<file path="src/rtl/mul_pkg.sv">
// Shared constants for the repeated-addition multiplier datapath and its control unit.
package mul_pkg;
    localparam int DEFAULT_WIDTH      = 8;
    localparam int DEFAULT_PROD_WIDTH = 2 * DEFAULT_WIDTH;

    // Register source selects; the CU drives these same encodings.
    localparam logic SEL_EXT  = 1'b0;
    localparam logic SEL_XCHG = 1'b1;

    function automatic int prod_width(input int w);
        return 2 * w;
    endfunction
endpackage

</file>
<file path="src/rtl/mul_datapath_dp_reg.sv">
// Generic datapath register: synchronous active-low reset, clear over load, else hold.
module dp_reg #(
    parameter int W = 8
) (
    input  logic         clk,
    input  logic         rst,
    input  logic         clr,
    input  logic         ld,
    input  logic [W-1:0] d,
    output logic [W-1:0] q
);
    always_ff @(posedge clk) begin
        if (!rst)     q <= '0;
        else if (clr) q <= '0;
        else if (ld)  q <= d;
    end
endmodule

</file>
<file path="src/rtl/mul_datapath.sv">
// Operand/counter/accumulator/result registers for the repeated-addition multiplier.
module mul_datapath
    import mul_pkg::*;
#(
    parameter int WIDTH = DEFAULT_WIDTH
) (
    input  logic                  clk,
    input  logic                  rst,
    input  logic [WIDTH-1:0]      A,
    input  logic [WIDTH-1:0]      B,
    input  logic                  L_R1,
    input  logic                  L_R2,
    input  logic                  L_R3,
    input  logic                  L_R4,
    input  logic                  R_R3,
    input  logic                  Dec_R1,
    input  logic                  Sel_R1,
    input  logic                  Sel_R2,
    input  logic                  S_R,
    input  logic                  R_R,
    output logic                  OR_R1,
    output logic                  CMP_L_R1,
    output logic [2*WIDTH-1:0]    product,
    output logic                  ready
);
    localparam int PW = prod_width(WIDTH);

    logic [WIDTH-1:0] r1, r2, r1_src, r2_src;
    logic [PW-1:0]    r3, r4, r3_sum;

    // Both muxes read pre-edge register values, so a double load with XCHG swaps R1/R2.
    assign r1_src = (Sel_R1 == SEL_XCHG) ? r2 : A;
    assign r2_src = (Sel_R2 == SEL_XCHG) ? r1 : B;
    assign r3_sum = r3 + {{(PW-WIDTH){1'b0}}, r2};

    always_ff @(posedge clk) begin
        if (!rst)                      r1 <= '0;
        else if (L_R1)                 r1 <= r1_src;
        else if (Dec_R1 && r1 != '0)   r1 <= r1 - WIDTH'(1);
    end

    dp_reg #(.W(WIDTH)) u_r2 (
        .clk(clk), .rst(rst), .clr(1'b0), .ld(L_R2), .d(r2_src), .q(r2)
    );

    dp_reg #(.W(PW)) u_r3 (
        .clk(clk), .rst(rst), .clr(R_R3), .ld(L_R3), .d(r3_sum), .q(r3)
    );

    dp_reg #(.W(PW)) u_r4 (
        .clk(clk), .rst(rst), .clr(1'b0), .ld(L_R4), .d(r3), .q(r4)
    );

    always_ff @(posedge clk) begin
        if (!rst)     ready <= 1'b0;
        else if (R_R) ready <= 1'b0;
        else if (S_R) ready <= 1'b1;
    end

    assign OR_R1    = |r1;
    assign CMP_L_R1 = (r1 <= r2);
    assign product  = r4;
endmodule
</file>
<file path="config.mk">
export PLATFORM = sky130hd
export DESIGN_NAME = mul_datapath
export DESIGN_NICKNAME = d
export VERILOG_FILES = /design/src/rtl/mul_pkg.sv /design/src/rtl/mul_datapath_dp_reg.sv /design/src/rtl/mul_datapath.sv
export SDC_FILE = /design/constraint.sdc
export NUM_CORES = 1
export LEC_CHECK = 0
export ABC_CLOCK_PERIOD_IN_PS = 3400
export CORE_MARGIN = 5
export CORE_UTILIZATION = 50
export CTS_CLUSTER_DIAMETER = 40
export DETAILED_ROUTE_END_ITERATION = 10
export PLACE_DENSITY = 0.75
export SYNTH_ARGS = -nofsm -noshare
export SYNTH_HDL_FRONTEND = slang
export SYNTH_HIERARCHICAL = 1
export SYNTH_SLANG_ARGS = --single-unit
</file>
<file path="constraint.sdc">
create_clock -name clk -period 3.4 [get_ports clk]
set_input_delay 0.51 -clock clk [delete_from_list [all_inputs] [get_ports clk]]
set_output_delay 0.51 -clock clk [all_outputs]
set_load 0.1 [all_outputs]
</file>
==> impl_metrics.csv, run 1 <==
group,metric,value,unit
sta,slew_viol_final,0,
clocking,postCtsSetupRepairBufs,0,
critical_path,path_cells,"inv_1, ha_1, a21o_1, a21oi_1, nor2b_1, o22ai_1, o31a_1, buf_4",
clocking,clockRootBuffer,"clkbuf_8",
floorplanning,core,5570,um^2
yosys,syn_avg_cell_area,9.47,um^2
critical_path,critPathMaxStageDelay,0.42,ns
global_route,grt_pass1_wl,9.56,mm
clocking,clock_sinks,49,
drt,num_vias,2235,
yosys,ys_top_cells_by_count,"49 x dfxtp_1, 49 x mux2i_1, 47 x nor2_1",
run_status,status,"complete, no violations",
sta,rsz0062_at_grt,"false",
clocking,path_clk_slew,0.09,ns
global_route,first_global_vias,2039,
placed_design,dp_slack,1.18,ns
yosys,synth-seq-cells,49,
final_layout,antenna_cells,0,
yosys,seq_area_frac_synth,33.6,%
global_route,grt_max_degree,18,
drt,drt-pass1-iter-count,4,
global_route,use_met3,3.04,%
global_route,use_met1,21.8,%
sta,fin_crit_sh,75.2,%
sta,fmax,391,MHz
floorplanning,dieArea,7460,um^2
critical_path,required,2.89,ns
power,leakage,0.00152,uW
hold_path,hp-class,"register to register",
global_route,met2_usage,24.5,%
global_route,gr-max-usage-layer,"met2",
yosys,yosys_warnings,6,
sta,setup_violations,0,
critical_path,arrival,2.05,ns
clocking,insertion_delay,0.30,ns
yosys,async_flop_share,0,%
critical_path,slowest_stage,"dfxtp_1",
final_layout,areaGrowthSynthToFinish,17.4,%
drt,first_iter_violations,107,
global_route,antenna_found_initial,0,
drt,drc,0,
drt,wirelength,5.89,mm
drt,ant_nets,0,
clocking,cts_hold_buffers,0,
sta,fin_setup_tns,0,ns
clocking,ctsResizeCount,0,
drt,wire_per_inst,14.0,um
sta,worst_slack,0.842,ns
yosys,synth_area,2920,um^2
job,maxCapViolations,0,
floorplanning,die_y,86.4,um
yosys,synth_edf_count,0,
clocking,cts_tree,"done",
floorplanning,fp.dieW,86.4,um
final_layout,final_nets,394,
critical_path,end_kind,"primary output",
sta,hold_viol_final,0,
placed_design,numPortBuffers,46,
placed_design,placedCellCount,412,
sta,final.setup_skew,0.00820,ns
critical_path,critPathKind,"register to primary output",
yosys,synth_cell_type_count,45,
critical_path,cp_max_fo,4,
sta,fin_crit,2.56,ns
yosys,ys_top_cells_by_area,"dfxtp_1 34%, mux2i_1 17%, ha_1 7.7%",
sta,worst_pin_slew,1.00,ns
yosys,postSynthCellCount,308,
floorplanning,rows,27,
clocking,htreeDepth,2,
yosys,synthFlopType,"dfxtp_1",
final_layout,layout.cells.non_filler,420,
floorplanning,ios,47,
floorplanning,start_util,52.3,%
global_route,grt_overflow_total,0,
clocking,cts_buffers,5,
critical_path,start_kind,"register",
yosys,synth_top_area_share,33.6,%
final_layout,drive_gt1_share,6.03,%
yosys,yosys.area.top_type,"dfxtp_1",
clocking,clk_path_buf_depth,2,
placed_design,gp_congestion,0.835,
drt,via_per_inst,5.32,
power,vdd_drop_max,0.000353,V
power,total_power,1210,uW
placed_design,dp_hpwl,4.39,mm
power,power_density,355,nW/um^2
sta,slew_headroom,33.0,%
global_route,track_usage,15.9,%
## per-stage QoR
step | utilization (%) | hold WS [ns] | instance area (um^2)
floorplan | - | 0.487 | 2920
global placement | 59.8 | 0.471 | 3330
detailed placement | 59.8 | 0.484 | 3330
CTS | 61.4 | 0.501 | 3420
global route | 61.4 | 0.522 | 3420
finish | 61.4 | 0.498 | 3420
## worst max-delay path: cells and delay by family, from the launching register on
family | cells | cell delay, ns
AND/OR/NAND/NOR | 1 | 0.06
AO/OA/AOI/OAI | 4 | 0.61
adder cells (fa/ha/maj) | 1 | 0.29
buffers and inverters | 2 | 0.36
flip-flops | 1 | 0.42
## registers in the layout (all words and copies together), names as in the netlist
signal	cells
r1	8
ready	1
u_r2/q	8
u_r3/q	16
u_r4/q	16
## path summary, 6_finish.rpt
kind | start | endpoint | slack, ns | cells past startpoint
worst max-delay path | u_r2/q[5]$_SDFFE_PP0P_ | CMP_L_R1 | 0.84 | 8
worst min-delay path | ready$_SDFFE_PP0P_ | ready$_SDFFE_PP0P_ | 0.50 | 2
worst max register to register | u_r2/q[0]$_SDFFE_PP0P_ | u_r3/q[8]$_SDFFE_PP0P_ | 1.17 | 8
worst min register to register | ready$_SDFFE_PP0P_ | ready$_SDFFE_PP0P_ | 0.50 | 2
## cell families (layout without fill, tap and decap cells)
| logic type | Yosys count | after routing | share of synthesized area, % |
|---|---|---|---|
| muxes | 57 | 57 | 19.9 |
| AOI/OAI and AO/OA | 41 | 41 | 10.0 |
| and+or+nand+nor | 99 | 99 | 16.8 |
| other | 1 | 2 | 0.129 |
| adders and majority gates | 19 | 19 | 8.41 |
| DFF | 49 | 49 | 33.6 |
| xor gates and xnor gates | 18 | 18 | 5.41 |
| buffers and inverters | 24 | 63 | 5.66 |
## cells in the final DEF, fill, tap and decap left out, drive strengths merged, types with 2 or more instances in the layout
| master | Yosys | layout |
|---|---|---|
| dfxtp | 49 | 49 |
| conb | 1 | 2 |
| o21ai | 3 | 3 |
| nor2 | 47 | 47 |
| nor2b | 5 | 5 |
| xnor2 | 13 | 13 |
| xor2 | 5 | 5 |
| mux2 | 8 | 8 |
| nor3b | 2 | 2 |
| ha | 18 | 18 |
| a21o | 4 | 4 |
| o211a | 6 | 6 |
| nand2 | 18 | 18 |
| nand3b | 3 | 3 |
| o211ai | 4 | 4 |
| nand4 | 3 | 3 |
| a21oi | 11 | 11 |
| clkdlybuf4s50 | 0 | 44 |
| nor4 | 2 | 2 |
| and3 | 3 | 3 |
| mux2i | 49 | 49 |
| a21boi | 3 | 3 |
| inv | 9 | 10 |
| a211oi | 3 | 3 |
| nand2b | 5 | 5 |
| buf | 8 | 2 |
| nand3 | 5 | 5 |
| o31a | 2 | 2 |
| clkbuf | 7 | 5 |
## per-layer routing
layer	routed length, um	up-vias
li1	-	1157
met1	3010	1032
met2	2570	41
met3	225	5
met4	78	0
met5	0	-
## report_power, final
| part | switching [uW] | leakage [uW] | internal, uW |
|---|---|---|---|
| Clock | 197 | 0.0000445 | 146 |
| Sequential | 20.5 | 0.000397 | 587 |
| Combinational | 146 | 0.00107 | 118 |
## final cells by class
cell class	instances	area, um^2
tap	72	90.1
clock buffer	5	68.8
sequential	49	981
clock inverter	3	21.3
fill	470	2150
timing repair buffer	46	455
inverter	9	33.8
multi-input combinational	236	1770
(Power assumes the default switching activity.)
==> run 2: changes to the inputs <==
--- a/config.mk
+++ b/config.mk
@@ -5,12 +5,12 @@
 export SDC_FILE = /design/constraint.sdc
 export NUM_CORES = 1
 export LEC_CHECK = 0
-export ABC_CLOCK_PERIOD_IN_PS = 3400
+export ABC_CLOCK_PERIOD_IN_PS = 2100
 export CORE_MARGIN = 5
-export CORE_UTILIZATION = 50
+export CORE_UTILIZATION = 49
 export CTS_CLUSTER_DIAMETER = 40
 export DETAILED_ROUTE_END_ITERATION = 10
-export PLACE_DENSITY = 0.75
+export PLACE_DENSITY = 0.77
 export SYNTH_ARGS = -nofsm -noshare
 export SYNTH_HDL_FRONTEND = slang
 export SYNTH_HIERARCHICAL = 1
==> constraint.sdc (replaced) <==
create_clock -name clk -period 2.1 [get_ports clk]
set_input_delay 0.315 -clock clk [delete_from_list [all_inputs] [get_ports clk]]
set_output_delay 0.315 -clock clk [all_outputs]
set_load 0.1 [all_outputs]
==> run 2 against run 1 <==
  * Die area up 1.8%
  * Combinational power up 96%
  * Flip-flop and latch count unchanged
  * Sequential share of layout area down 1.4 points
  * Setup slack worse by 0.83 ns
  * Count of clock-buffer cells in the layout up 2
  * Non-clock buffer count up 18
  * Clock skew down 0.0016 ns
  * Worst hold slack better by 0.0025 ns
  * Via count up 7.0%
  * Wire length up 14%
  * Critical path type unchanged
  * Largest cell class unchanged
  * Largest power group unchanged
==> impl_metrics.csv, run 2 (synthesized netlist as in run 1, its figures left out) <==
group,metric,value,unit
final_layout,final_cell_area,3710,um^2
clocking,clockRootBuffer,"clkbuf_8",
final_layout,final_util,63.3,%
placed_design,placedCellCount,424,
critical_path,required,1.78,ns
global_route,grt_pass1_wl,10.8,mm
placed_design,dp_hpwl,4.59,mm
placed_design,gp_congestion,0.801,
critical_path,cp_max_fo,2,
sta,fin_crit_sh,99.7,%
clocking,htreeDepth,2,
run_status,status,"complete, no violations",
critical_path,critPathKind,"register to primary output",
global_route,grt_overflow_total,0,
global_route,first_global_vias,2339,
power,power_density,593,nW/um^2
sta,fmax,478,MHz
job,maxCapViolations,0,
critical_path,start_kind,"register",
clocking,clock_sinks,49,
sta,setup_violations,0,
drt,first_iter_violations,157,
critical_path,cp-startpoint,"u_r2/q[1]$_SDFFE_PP0P_",
final_layout,final_cell_mix,"49 x mux2i_1, 47 x nor2_1, 35 x buf_4, 35 x dfxtp_1, 27 x clkdlybuf4s50_1",
sta,final.setup_skew,0.00657,ns
final_layout,filler_cell_count,480,
sta,fin_worst_hold_slack,0.500,ns
final_layout,drive_gt1_share,23.8,%
placed_design,place_area,3390,um^2
placed_design,numPortBuffers,46,
final_layout,layout.cells.non_filler,441,
floorplanning,dieArea,7600,um^2
drt,drc,0,
final_layout,final_nets,412,
floorplanning,start_util,49.9,%
sta,slew_headroom,59.3,%
critical_path,r2r_end,"u_r3/q[13]$_SDFFE_PP0P_",
drt,wirelength,6.70,mm
final_layout,areaGrowthSynthToFinish,27.1,%
critical_path,worstReg2RegStart,"u_r2/q[1]$_SDFFE_PP0P_",
power,leakage,0.00168,uW
hold_path,hp-class,"register to register",
critical_path,r2r_slack,0.06,ns
floorplanning,ios,47,
clocking,path_clk_slew,0.09,ns
sta,worst_pin_slew,0.611,ns
floorplanning,fp.dieW,87.2,um
clocking,insertion_delay,0.30,ns
sta,hold_viol_final,0,
drt,drt-pass1-iter-count,4,
global_route,grt_max_degree,18,
power,total_power,2200,uW
clocking,cts_tree,"done",
clocking,clk_path_buf_depth,2,
floorplanning,rows,28,
sta,rsz0062_at_grt,"true",
critical_path,reg2reg_depth,10,
drt,via_per_inst,5.42,
critical_path,crit_path_end,"CMP_L_R1",
final_layout,antenna_cells,0,
final_layout,reg_top3,"u_r3/q x16, u_r4/q x16",
sta,fin_crit,2.09,ns
global_route,antenna_found_initial,0,
critical_path,arrival,1.78,ns
clocking,cts_hold_buffers,0,
drt,num_vias,2391,
power,vdd_drop_max,0.000310,V
final_layout,mostFrequentLayoutCell,"mux2i_1",
floorplanning,core,5850,um^2
drt,wire_per_inst,15.2,um
drt,ant_nets,0,
sta,slew_viol_final,0,
critical_path,end_kind,"primary output",
floorplanning,die_y,87.2,um
global_route,track_usage,17.8,%
clocking,cts_buffers,5,
[run 2: layout make-up]
cell class	count	area [um^2]	area share, %
Sequential cell	49	1010	27.3
Tap cell	75	93.8	2.53
Inverter	9	33.8	0.912
Clock buffer	7	86.3	2.33
Clock inverter	1	30.0	0.810
Timing Repair Buffer	64	573	15.5
Multi-Input combinational cell	236	1880	50.7
[run 2: timing repair]
item / in CTS / in global routing
gates cloned: 0 / 0
pin swaps: 6 / 14
setup buffers: 5 / 4
gates resized for setup: 17 / 23
setup endpoints to repair: 2 / 12
[run 2: power breakdown]
part	leakage, uW	switching, uW	internal (uW)
Combinational	0.00122	267	250
Sequential	0.000404	29.9	949
Clock	0.0000585	312	389
Total	0.00168	609	1590
[run 2: critical path, cell delays in order (launching register included)]
cell and delay, ns:
dfxtp_4 0.35, inv_2 0.04, ha_4 0.26, nor2b_4 0.13
o21ai_2 0.05, nand2b_1 0.08, a21oi_2 0.06, o31a_2 0.32
buf_12 0.17
[run 2: worst min path at each step]
stage / start / cells past startpoint / end
4_1_cts: ready$_SDFFE_PP0P_ / 2 / ready$_SDFFE_PP0P_
3_3_place_gp: u_r4/q[14]$_SDFFE_PP0P_ / 2 / u_r4/q[14]$_SDFFE_PP0P_
5_1_grt: u_r4/q[14]$_SDFFE_PP0P_ / 2 / u_r4/q[14]$_SDFFE_PP0P_
2_1_floorplan: R_R / 1 / ready$_SDFFE_PP0P_
6_report: ready$_SDFFE_PP0P_ / 2 / ready$_SDFFE_PP0P_
3_5_place_dp: u_r4/q[7]$_SDFFE_PP0P_ / 2 / u_r4/q[7]$_SDFFE_PP0P_
[run 2: through the flow]
stage / setup TNS, ns / worst slack (ns)
2_1_floorplan: 0 / 0.146
3_3_place_gp: 0 / 0.0731
3_5_place_dp: 0 / 0.0713
4_1_cts: -0.0481 / -0.0386
5_1_grt: -0.0996 / -0.0882
6_report: 0 / 0.00692
[run 2: routing by layer]
layer	GRT usage [%]	wire length [um]
met1	22.5	3080
met2	30.2	3210
met3	3.69	331
met4	5.72	76
met5	0	0
==> run 3: changes to the inputs <==
--- a/config.mk
+++ b/config.mk
@@ -10,7 +10,9 @@
 export CORE_UTILIZATION = 49
 export CTS_CLUSTER_DIAMETER = 40
 export DETAILED_ROUTE_END_ITERATION = 10
+export GPL_TIMING_DRIVEN = 0
 export PLACE_DENSITY = 0.77
+export SETUP_SLACK_MARGIN = 0.02
 export SYNTH_ARGS = -nofsm -noshare
 export SYNTH_HDL_FRONTEND = slang
 export SYNTH_HIERARCHICAL = 1
==> run 3 against run 2 <==
  * Register-to-register slack about the same
  * First-iteration DRC count shrank 32%
  * Flip-flop and latch count is the same
  * Combinational power is 2% lower
==> impl_metrics.csv, run 3 (synthesized netlist as in run 1, its figures left out) <==
group,metric,value,unit
critical_path,r2r_end,"u_r3/q[15]$_SDFFE_PP0P_",
clocking,path_clk_slew,0.09,ns
critical_path,critPathKind,"register to primary output",
clocking,cts_hold_buffers,0,
clocking,clock_sinks,49,
drt,drc,0,
critical_path,end_kind,"primary output",
power,vdd_drop_max,0.000374,V
critical_path,worstReg2RegStart,"u_r2/q[1]$_SDFFE_PP0P_",
critical_path,required,1.78,ns
placed_design,gp_congestion,0.833,
sta,fin_crit,2.10,ns
final_layout,mostFrequentLayoutCell,"mux2i_1",
critical_path,start_kind,"register",
clocking,insertion_delay,0.31,ns
clocking,clockRootBuffer,"clkbuf_8",
drt,num_vias,2360,
critical_path,arrival,1.78,ns
sta,rsz0062_at_grt,"true",
global_route,first_global_vias,2311,
final_layout,final_nets,410,
hold_path,hp-class,"primary input to register",
sta,slew_viol_final,0,
floorplanning,core,5850,um^2
hold_path,hold_end,"u_r4/q[15]$_SDFFE_PP0P_",
hold_path,min_from,"L_R4",
drt,wire_per_inst,14.5,um
placed_design,place_area,3420,um^2
global_route,grt_max_degree,17,
drt,first_iter_violations,106,
sta,hold_viol_final,0,
sta,slew_headroom,36.1,%
sta,fin_worst_hold_slack,0.312,ns
sta,worst_pin_slew,0.962,ns
floorplanning,rows,28,
floorplanning,start_util,49.9,%
power,power_density,589,nW/um^2
drt,drt-pass1-iter-count,4,
sta,fmax,477,MHz
floorplanning,ios,47,
clocking,clk_path_buf_depth,2,
final_layout,reg_top3,"u_r3/q x16, u_r4/q x16",
floorplanning,die_y,87.2,um
critical_path,cp_max_fo,4,
global_route,grt_pass1_wl,10.7,mm
placed_design,dp_hpwl,4.58,mm
global_route,grt_overflow_total,0,
critical_path,r2r_slack,0.07,ns
hold_path,hold_depth,3,
drt,via_per_inst,5.38,
critical_path,reg2reg_depth,10,
drt,wirelength,6.36,mm
clocking,cts_tree,"done",
final_layout,areaGrowthSynthToFinish,26.9,%
floorplanning,dieArea,7600,um^2
run_status,status,"complete, no violations",
sta,final.setup_skew,0.00629,ns
power,leakage,0.00171,uW
drt,ant_nets,0,
sta,setup_violations,0,
final_layout,final_cell_area,3700,um^2
global_route,track_usage,17.7,%
final_layout,final_cell_mix,"49 x mux2i_1, 47 x nor2_1, 35 x dfxtp_1",
clocking,cts_buffers,5,
sta,fin_crit_sh,99.9,%
floorplanning,fp.dieW,87.2,um
job,maxCapViolations,0,
placed_design,numPortBuffers,40,
final_layout,antenna_cells,0,
clocking,htreeDepth,2,
global_route,antenna_found_initial,0,
final_layout,drive_gt1_share,19.0,%
-- run 3: cell types whose count changed in the layout (fill, tap and decap cells not counted), sizes merged --
cell,before,now
clkdlybuf4s50,27,21
clkbuf,7,12
dlygate4sd2,0,17
buf,37,17
clkinvlp,0,1
clkinv,0,1
-- run 3: final cells by class --
class                   instances  area, um^2
multi-input cells             236        1870
clock inverters                 3        46.3
plain buffers                  15         131
inverters                       9        33.8
fillers                       496        2150
repair buffers                 47         447
well taps                      75        93.8
flip-flops and latches         49        1010
clock buffers                   5        68.8
-- run 3: where the power goes --
group          internal, uW  switching [uW]  total (uW)
clock                   357             336         692
sequential              949            31.2         980
combinational           244             261         505
-- run 3: per-stage QoR --
| stage | setup TNS, ns | setup slack [ns] | utilization (%) | power (uW) | instances |
|---|---|---|---|---|---|
| 3_3_place_gp | -1.33 | -0.747 | 58.4 | 1440 | 424 |
| 6_report | 0 | 0.00149 | 63.2 | 2180 | 439 |
| 3_5_place_dp | -1.36 | -0.774 | 58.4 | 1450 | 424 |
| 2_1_floorplan | 0 | 0.146 | - | 1330 | 309 |
| 4_1_cts | -0.0427 | -0.0427 | 61.8 | 2180 | 438 |
| 5_1_grt | -0.0977 | -0.0585 | 63.2 | 2270 | 439 |
-- run 3: worst max-delay path, stage by stage (launching register included) --
cell	delay [ns]
dfxtp_4	0.38
inv_1	0.05
ha_1	0.19
a21o_1	0.20
a21oi_2	0.11
nor2b_1	0.05
o22ai_1	0.12
o31a_2	0.20
buf_12	0.17
-- run 3: worst max-delay path by stage --
stage	start	to	slack [ns]	cells after the start
2_1_floorplan	u_r2/q[0]$_SDFFE_PP0P_	u_r3/q[14]$_SDFFE_PP0P_	0.15	9
4_1_cts	u_r2/q[1]$_SDFFE_PP0P_	CMP_L_R1	-0.04	8
3_5_place_dp	u_r2/q[1]$_SDFFE_PP0P_	CMP_L_R1	-0.77	8
3_3_place_gp	u_r2/q[1]$_SDFFE_PP0P_	CMP_L_R1	-0.75	8
5_1_grt	u_r2/q[4]$_SDFFE_PP0P_	CMP_L_R1	-0.06	8
6_report	u_r2/q[4]$_SDFFE_PP0P_	CMP_L_R1	0.001	8
-- run 3: what timing repair did --
item	4_1_cts	5_1_grt
setup endpoints to repair	25	11
pin swaps	8	9
endpoints found under the hold margin	0	0
gates cloned	0	0
gates resized for setup	53	24
buffers inserted	6	1
-- run 3: routing by layer --
layer,up-vias,routed length (um),GRT usage [%]
met5,-,0,0
met4,0,93,6.56
met3,9,314,3.60
met2,50,2990,28.6
met1,1109,2960,23.2
li1,1192,-,-
